--- src/rtl/tune_pkg.sv ---
// Shared types and reset constants for the tuning controller.
package tune_pkg;

  typedef enum logic [1:0] {
    IDLE,
    SETTLE,
    MEASURE,
    EVAL
  } state_e;

  localparam logic [25:0] PHASE_RST = 26'h1312eb;
  localparam logic [3:0]  GAIN_RST  = 4'd7;

endpackage

--- src/rtl/rssi_avg.sv ---
// RSSI accumulator: sums 2^AVG_LOG2 accepted samples and exposes their mean.
module rssi_avg #(
  parameter int unsigned AVG_LOG2 = 4
) (
  input  logic       clk,
  input  logic       rst,
  input  logic       clr,
  input  logic       en,
  input  logic       sample_valid,
  input  logic [7:0] sample,
  output logic       full,
  output logic [7:0] avg
);

  localparam int unsigned ACC_W = 8 + AVG_LOG2;
  localparam logic [AVG_LOG2:0] CNT_LAST = (AVG_LOG2+1)'((1 << AVG_LOG2) - 1);

  logic [ACC_W-1:0]  acc_q, acc_d;
  logic [AVG_LOG2:0] cnt_q, cnt_d;
  logic              take;

  assign take = en && sample_valid;
  // Asserted on the cycle the final sample is taken, so the caller can leave
  // MEASURE on that same edge.
  assign full = take && (cnt_q == CNT_LAST);
  assign avg  = acc_q[AVG_LOG2 +: 8];

  always_comb begin
    acc_d = acc_q;
    cnt_d = cnt_q;
    if (clr) begin
      acc_d = '0;
      cnt_d = '0;
    end else if (take) begin
      acc_d = acc_q + ACC_W'(sample);
      cnt_d = cnt_q + 1'b1;
    end
  end

  always_ff @(posedge clk) begin
    if (rst) begin
      acc_q <= '0;
      cnt_q <= '0;
    end else begin
      acc_q <= acc_d;
      cnt_q <= cnt_d;
    end
  end

endmodule

--- src/rtl/tune_ctrl.sv ---
// Tuning controller: owns live phase_inc/gain, applies SPI config and runs an
// upward seek that settles, averages RSSI and stops on the first strong channel.
module tune_ctrl
  import tune_pkg::*;
#(
  parameter int unsigned PHASE_W       = 26,
  parameter int unsigned SETTLE_CYCLES = 4096,
  parameter int unsigned AVG_LOG2      = 4
) (
  input  logic               CLK,
  input  logic               RST,
  input  logic               cfg_valid,
  input  logic [PHASE_W-1:0] cfg_phase_inc,
  input  logic [3:0]         cfg_gain,
  input  logic               seek_start,
  input  logic [PHASE_W-1:0] seek_step,
  input  logic [PHASE_W-1:0] seek_stop,
  input  logic [7:0]         seek_thresh,
  input  logic               rssi_valid,
  input  logic [7:0]         rssi,
  output logic [PHASE_W-1:0] phase_inc,
  output logic [3:0]         gain,
  output logic               retune,
  output logic               busy,
  output logic               done,
  output logic               found
);

  localparam int unsigned CNT_W = $clog2(SETTLE_CYCLES + 1);
  localparam logic [CNT_W-1:0] SETTLE_LAST = CNT_W'(SETTLE_CYCLES - 1);

  state_e             state_q, state_d;
  logic [PHASE_W-1:0] phase_q, phase_d;
  logic [3:0]         gain_q, gain_d;
  logic               retune_q, retune_d;
  logic               busy_q, busy_d;
  logic               done_q, done_d;
  logic               found_q, found_d;
  logic [PHASE_W-1:0] step_q, step_d;
  logic [PHASE_W-1:0] stop_q, stop_d;
  logic [7:0]         thresh_q, thresh_d;
  logic [PHASE_W-1:0] start_pi_q, start_pi_d;
  logic [CNT_W-1:0]   settle_q, settle_d;

  logic [PHASE_W:0]   next_pi;
  logic               avg_clr;
  logic               avg_full;
  logic [7:0]         avg;

  rssi_avg #(.AVG_LOG2(AVG_LOG2)) u_rssi_avg (
    .clk          (CLK),
    .rst          (RST),
    .clr          (avg_clr),
    .en           (state_q == MEASURE),
    .sample_valid (rssi_valid),
    .sample       (rssi),
    .full         (avg_full),
    .avg          (avg)
  );

  assign avg_clr = (state_q != MEASURE);
  assign next_pi = {1'b0, phase_q} + {1'b0, step_q};

  always_comb begin
    state_d    = state_q;
    phase_d    = phase_q;
    gain_d     = gain_q;
    retune_d   = 1'b0;
    busy_d     = busy_q;
    done_d     = 1'b0;
    found_d    = found_q;
    step_d     = step_q;
    stop_d     = stop_q;
    thresh_d   = thresh_q;
    start_pi_d = start_pi_q;
    settle_d   = '0;

    case (state_q)
      IDLE: begin
        if (seek_start) begin
          step_d     = seek_step;
          stop_d     = seek_stop;
          thresh_d   = seek_thresh;
          start_pi_d = phase_q;
          found_d    = 1'b0;
          busy_d     = 1'b1;
          state_d    = SETTLE;
        end
      end
      SETTLE: begin
        if (settle_q == SETTLE_LAST) state_d = MEASURE;
        else                         settle_d = settle_q + 1'b1;
      end
      MEASURE: begin
        if (avg_full) state_d = EVAL;
      end
      EVAL: begin
        if (avg >= thresh_q) begin
          found_d = 1'b1;
          done_d  = 1'b1;
          busy_d  = 1'b0;
          state_d = IDLE;
        end else if (next_pi[PHASE_W] || (next_pi > {1'b0, stop_q}) || (step_q == '0)) begin
          phase_d  = start_pi_q;
          retune_d = 1'b1;
          done_d   = 1'b1;
          busy_d   = 1'b0;
          state_d  = IDLE;
        end else begin
          phase_d  = next_pi[PHASE_W-1:0];
          retune_d = 1'b1;
          state_d  = SETTLE;
        end
      end
      default: state_d = IDLE;
    endcase

    // Config wins in every state; restoring found_d undoes a same-cycle
    // seek_start in IDLE or a lock decided in EVAL.
    if (cfg_valid) begin
      phase_d  = cfg_phase_inc;
      gain_d   = cfg_gain;
      retune_d = 1'b1;
      busy_d   = 1'b0;
      done_d   = 1'b0;
      found_d  = found_q;
      state_d  = IDLE;
    end
  end

  always_ff @(posedge CLK) begin
    if (RST) begin
      state_q    <= IDLE;
      phase_q    <= PHASE_W'(PHASE_RST);
      gain_q     <= GAIN_RST;
      retune_q   <= 1'b0;
      busy_q     <= 1'b0;
      done_q     <= 1'b0;
      found_q    <= 1'b0;
      step_q     <= '0;
      stop_q     <= '0;
      thresh_q   <= '0;
      start_pi_q <= '0;
      settle_q   <= '0;
    end else begin
      state_q    <= state_d;
      phase_q    <= phase_d;
      gain_q     <= gain_d;
      retune_q   <= retune_d;
      busy_q     <= busy_d;
      done_q     <= done_d;
      found_q    <= found_d;
      step_q     <= step_d;
      stop_q     <= stop_d;
      thresh_q   <= thresh_d;
      start_pi_q <= start_pi_d;
      settle_q   <= settle_d;
    end
  end

  assign phase_inc = phase_q;
  assign gain      = gain_q;
  assign retune    = retune_q;
  assign busy      = busy_q;
  assign done      = done_q;
  assign found     = found_q;

endmodule
--- config.mk ---
export PLATFORM = sky130hd
export DESIGN_NAME = tune_ctrl
export DESIGN_NICKNAME = d
export VERILOG_FILES = /design/src/rtl/tune_pkg.sv /design/src/rtl/rssi_avg.sv /design/src/rtl/tune_ctrl.sv
export SDC_FILE = /design/constraint.sdc
export NUM_CORES = 1
export LEC_CHECK = 0
export CORE_MARGIN = 2
export CORE_UTILIZATION = 30
export CTS_CLUSTER_DIAMETER = 120
export CTS_CLUSTER_SIZE = 20
export DETAILED_ROUTE_END_ITERATION = 8
export PLACE_DENSITY = 0.48
export RECOVER_POWER = 25
export SETUP_SLACK_MARGIN = 0.4
export SYNTH_ARGS = -nofsm -noshare
export SYNTH_HDL_FRONTEND = slang
export SYNTH_SLANG_ARGS = --single-unit
--- constraint.sdc ---
create_clock -name CLK -period 5.75 [get_ports CLK]
set_input_delay 1.15 -clock CLK [delete_from_list [all_inputs] [get_ports CLK]]
set_output_delay 1.15 -clock CLK [all_outputs]
set_load 0.1 [all_outputs]
# Yosys cells after proc, flatten, opt, wreduce, memory -nomap -nowiden
# Cells that the tools add are included.
# op_classes
n_addsub	4
multipliers	0
n_div	0
n_lt_le_gt_ge	2
n_eq_ne	12
shifts	0
muxes	22
bitwise_logic	3
reduce_logical	17
# ops
op	n
2-to-1 mux 26 bit	4
adder 26 x 26 -> 27 bit	1
> comparator 27 x 26 -> 1 bit	1
zero test 26 bit	1
adder 13 x 1 -> 13 bit (second input constant)	1
== test 13 x 12 -> 1 bit (second input constant)	1
adder 12 x 8 -> 12 bit	1
2-to-1 mux 1 bit	12
inequality test 2 bit (second input constant)	6
greater-or-equal comparator 8 bit	1
case mux 2 bit (4 select lines)	1
2-to-1 mux 2 bit	3
AND reduction 3 bit	2
OR reduction 3 bit	2
adder 5 x 1 -> 5 bit (second input constant)	1
== test 5 x 4 -> 1 bit (second input constant)	1
== test 2 bit (second input constant)	2
case mux 1 bit (2 select lines)	2
AND reduction 2 bit	2
AND reduction 4 bit	1
nonzero test 2 bit	2
OR reduction 2 bit	2
inequality test 3 bit (second input constant)	1
inverter 1 bit	3
4 further kinds	6
# word_totals
register_bits	152
latchBits	0
ram_bits	0
rom_bits	0
in_bits	103
output_inout_bits	34
word_cells	74
memories	0

# Longest topological paths before layout
# logic_depth
depth_word	8
mapped_depth	22
ltp_nobuf	20

# By module
# From an unflattened synthesis, not the netlist that was laid out.
# unflattened
hier_cells	1140
area_unflattened_um2	8964.8
# by_module_without_submodules
mod	instances	cells_per_inst	area_per_inst_um2	seq_area_each_um2
tune_ctrl	1	1008	7813.7	2702.6
rssi_avg	1	132	1151.1	340.3

# Worst setup path before layout
# OpenSTA, ideal clock, no wires.
# synth_timing
path_kind	flip-flop to flip-flop
start	register phase_q[0] (netlist: phase_inc[0])
end	register phase_q[7] (netlist: phase_inc[7])
setup_ns	0.122
arrival_time_ns	5.289
required_ns	5.628
path_slack_ns	0.339
path_stages_with_launch	22
path_buffers	1
period_less_slack_ns	5.411
path_cell_list	dfxtp_1 -> ha_1 -> inv_1 -> fa_1 -> nand2b_1 -> a21oi_1 -> o41a_1 -> a21o_1 -> buf_2 -> a21oi_1 -> o2111a_1 -> nor3_1 -> inv_1 -> ha_1 -> nand4_2 -> nor4_2 -> nand2_1 -> a21boi_1 -> a311oi_2 -> nand2_2 -> a211o_1 -> a221o_1
# synth_via
elab_chain_cells	8
# synth_rtl
item	line	text
start: declaration	tune_ctrl.sv:33	logic [PHASE_W-1:0] phase_q, phase_d;
start signal: assignment	tune_ctrl.sv:134	phase_q <= PHASE_W'(PHASE_RST);
start signal: assignment	tune_ctrl.sv:147	phase_q <= phase_d;
adder 26 x 26 -> 27 bit *	tune_ctrl.sv:62	assign next_pi = {1'b0, phase_q} + {1'b0, step_q};
> comparator 27 x 26 -> 1 bit	tune_ctrl.sv:103	end else if (next_pi[PHASE_W] || (next_pi > {1'b0, stop_q}) || (step_q == '0)) begin
logical OR 1 bit (2 in a row)	tune_ctrl.sv:103	
2-to-1 mux 26 bit *	tune_ctrl.sv:103	
2-to-1 mux 26 bit *	tune_ctrl.sv:98	if (avg >= thresh_q) begin
2-to-1 mux 26 bit *	tune_ctrl.sv:78	case (state_q)
2-to-1 mux 26 bit *	tune_ctrl.sv:120	if (cfg_valid) begin
# Every way passes the cells marked *; elsewhere a longest branch is shown, timed or not. The select of a mux whose other input is x is not followed.
# A chain may end at the register's enable or synchronous reset.

# Worst setup path after layout
# layout_timing
start	register step_q[0]
end	register phase_q[23] (netlist: phase_inc[23])
# layout_via
elab_chain_cells	8
elab_cells_between_ends	9
cone_classes	add/sub (1); order compare (1); mux (4); reduce/logical (3)
# layout_rtl
item	line	text
start: declaration	tune_ctrl.sv:39	logic [PHASE_W-1:0] step_q, step_d;
start signal: assignment	tune_ctrl.sv:153	step_q <= step_d;
adder 26 x 26 -> 27 bit	tune_ctrl.sv:62	
> comparator 27 x 26 -> 1 bit	tune_ctrl.sv:103	
logical OR 1 bit (2 in a row)	tune_ctrl.sv:103	
2-to-1 mux 26 bit *	tune_ctrl.sv:103	
2-to-1 mux 26 bit *	tune_ctrl.sv:98	
2-to-1 mux 26 bit *	tune_ctrl.sv:78	
2-to-1 mux 26 bit *	tune_ctrl.sv:120	
# Marks and branches as above.

==> qor.yml <==
synth:
  syn_area_per_cell_um2: 7.81
  synth_nets: 1279
  synth_warnings: 0
  seq_area_frac_synth_pct: 35.5
  yosysMostFrequentCell: "nand2_1"
  ys_top_cells_by_count: "nand2_1, dfxtp_1, a21oi_1, ha_1, inv_1"
  yosysTopAreaCell: "dfxtp_1"
  synth_top_area_share_pct: 35.5
  yosysUniqueCellTypes: 69
  synth-edff-count: 0
  synthFlopType: "dfxtp_1"
  ys_seq_elements: 152
  synthCells: 1099
  ys_async_sr_fraction_pct: 0
  yosys-top-cells-area: "dfxtp_1, ha_1, nand2_1"
  netlist_area_um2: 8580
worst_setup_path:
  required_ps: 5950
  path_depth: 21
  path_max_fanout: 21
  crit_family: "compound AO/OA/AOI/OAI gates"
  r2r-start: "step_q[0]"
  crit_chain: "ha_1 > inv_1 > fa_1 > nand2b_1 > a21oi_1 > o41a_1 > a21o_1 > a21oi_1 > o2111a_1 > nor3_2 > inv_1 > ha_1 > nand4_2 > nor4_4 > nand2_1 > a21boi_1 > a311oi_2 > buf_6 > a21boi_1 > a211oi_1 > o32ai_1"
  critPathLaunch: "step_q[0]"
  reg2reg_depth: 21
  worst-setup-path-type: "register to register"
  cp_num_buf_inv: 3
  rrSetupSlack_ps: 700
  crit_path_start_kind: "register"
  arrival_ps: 5250
  slowest_delay_ps: 390
  critPathSlowestCell: "fa_1"
  worstSetupEndpoint: "phase_inc[23]"
  r2r-end: "phase_inc[23]"
  critPathCaptureType: "register"
placement:
  placed_cells: 1565
  dp.final_hpwl_um: 19700
  globalplace.congestion: 0.845
  postPlaceCellArea_um2: 10300
  post-place-ws_ps: 483
  io_buffers: 136
sta:
  finClkSkew_ps: 12.4
  setup_viol: 0
  tightest_slew_ps: 2510
  finalSetupTns_ps: 0
  finalHoldViolations: 0
  rsz0062_at_grt: "false"
  max_slew_margin_pct: -67.2
  report.final.slew_viol_count: 169
  min_period_ps: 5050
  post-route-period-util_pct: 87.9
  max_freq_mhz: 198
  worst_slack_ps: 697
clock_tree:
  cts.sinks: 152
  clk_pin_slew_ps: 60
  clockBufferDepth: 2
  numCtsBuffers: 17
  postCtsHoldBufs: 0
  root_buffer: "clkbuf_16"
  clock_latency_ps: 430
  cts_tree: "yes"
  h-tree-depth: 4
routing:
  wire_per_inst_um: 17.0
  antenna_left: 0
  first_pass_iters: 5
  vias_per_cell: 5.01
  wl_um: 27300
  initialDrtViolationCount: 461
  via_count: 8031
  drc: 0
layout:
  final_layout_size_suffix_gt1_share_pct: 4.65
  design_area_um2: 10900
  syn_to_final_growth_pct: 26.5
  fillCellCount: 2910
  final_nets: 1392
  diodes: 0
  fin_cells: 1603
grt:
  grt_pass1_vias: 7752
  grt-ovfl-total: 0
  antenna_found_initial: 0
  grt_max_degree: 88
  grt_pass1_wl_um: 43100
  grt_usage_pct: 18.1
power_and_ir_drop:
  total_power_w: 0.00310
  ir_drop_mv: 0.201
  p_comb_share_pct: 27.3
  switching_power_w: 0.00107
  p_sw_share_pct: 34.6
  power.leakage_nw: 4.27
  p_int_w: 0.00203
  p_clk_share_pct: 35.4
  power.density_nw_per_um2: 286
  power_frac_seq_pct: 37.3
die:
  die_x_um: 173
  io_pins: 137
  die_y_um: 173
  start_util_pct: 30.6
  rows: 61
  die_area_um2: 30000
  fp.coreArea_um2: 28000
status:
  outcome: "finished with violations"
  violations: "max-capacitance violations, max-slew violations"
job:
  cap_violations: 3
hold_path:
  min_path_type: "register to register"
[area by class of cell]
class | count | area (um^2) | area share (%)
Timing Repair Buffer | 150 | 1460 | 13.4
Clock buffer | 20 | 437 | 4.02
Multi-Input combinational cell | 828 | 5100 | 46.9
Clock inverter | 12 | 116 | 1.07
Tap cell | 378 | 473 | 4.35
Sequential cell | 152 | 3040 | 28.0
Inverter | 63 | 236 | 2.18
[cells by family (layout without fill, tap and decap cells)]
group | count (synthesis) | count (layout) | share of synthesized area, %
xor+xnor | 37 | 37 | 3.78
fa+ha+maj | 77 | 77 | 11.4
buf+inv | 119 | 245 | 5.41
compound gates | 317 | 317 | 23.0
mux | 9 | 9 | 1.05
flops | 152 | 152 | 35.5
simple gates | 388 | 388 | 19.9
[repair_timing]
item,in CTS,in global routing
setup endpoints to repair,0,28
setup buffers,0,6
endpoints found under the hold margin,0,0
gates resized for setup,0,4
[registers in the layout, indices dropped and copies added (netlist names), 2 cells and up]
signal,cells
start_pi_q,26
thresh_q,8
gain,4
u_rssi_avg.cnt_q,5
stop_q,26
u_rssi_avg.acc_q,12
step_q,26
phase_inc,26
state_q,2
settle_q,13
[worst register-to-register path, stage by stage, from the launching register on]
cell      delay [ps]
dfxtp_1          360
ha_1             190
inv_1             60
fa_1             390
nand2b_1         180
a21oi_1          210
o41a_1           250
a21o_1           200
a21oi_1          140
o2111a_1         290
nor3_2           200
inv_1             90
ha_1             310
nand4_2          180
nor4_4           370
nand2_1          150
a21boi_1         190
a311oi_2         300
buf_6            280
a21boi_1         110
a211oi_1         270
o32ai_1          130
[stage by stage]
step	util (%)	hold WS (ps)
CTS	38.6	440
detailed placement	36.6	420
finish	38.8	435
global route	38.8	449
floorplan	-	407
global placement	36.6	416
[power by group through the flow]
| stage | Combinational, W | Sequential, W | Clock (W) |
|---|---|---|---|
| finish | 0.000846 | 0.00116 | 0.00110 |
| global route | 0.000925 | 0.00116 | 0.00117 |
| CTS | 0.000816 | 0.00116 | 0.00112 |
| detailed placement | 0.000811 | 0.00118 | 0 |
| global placement | 0.000811 | 0.00118 | 0 |
| floorplan | 0.000445 | 0.00127 | 0 |
[worst min-delay path by stage]
stage	startpoint	end	depth (start not counted)	slack, ps
final	settle_q[12]	settle_q[12]	2	430
after detailed placement	settle_q[12]	settle_q[12]	2	420
after global routing	settle_q[12]	settle_q[12]	2	450
after global placement	settle_q[12]	settle_q[12]	2	420
after CTS	settle_q[12]	settle_q[12]	2	440
after floorplan	settle_q[12]	settle_q[12]	2	410
[cells in the final DEF, fill, tap and decap left out, drive strengths merged, types with 17 or more instances in the layout]
master | synthesis | final
ha | 75 | 75
o21ai | 50 | 50
clkbuf | 40 | 23
a211oi | 26 | 26
dfxtp | 152 | 152
nand2 | 225 | 225
a21oi | 143 | 143
and3 | 17 | 17
nor2 | 62 | 62
nand3 | 18 | 18
xnor2 | 24 | 24
a21boi | 19 | 19
inv | 63 | 68
clkdlybuf4s50 | 0 | 134
[routing by layer]
layer	track usage, %	part of all wire (%)	wire (um)
met2	28.1	44	12000
met4	4.70	1.1	310
met3	3.30	3.5	951
met1	25.7	51	14000
met5	0	0	0
No activity file was read; power rests on OpenSTA's default activity.
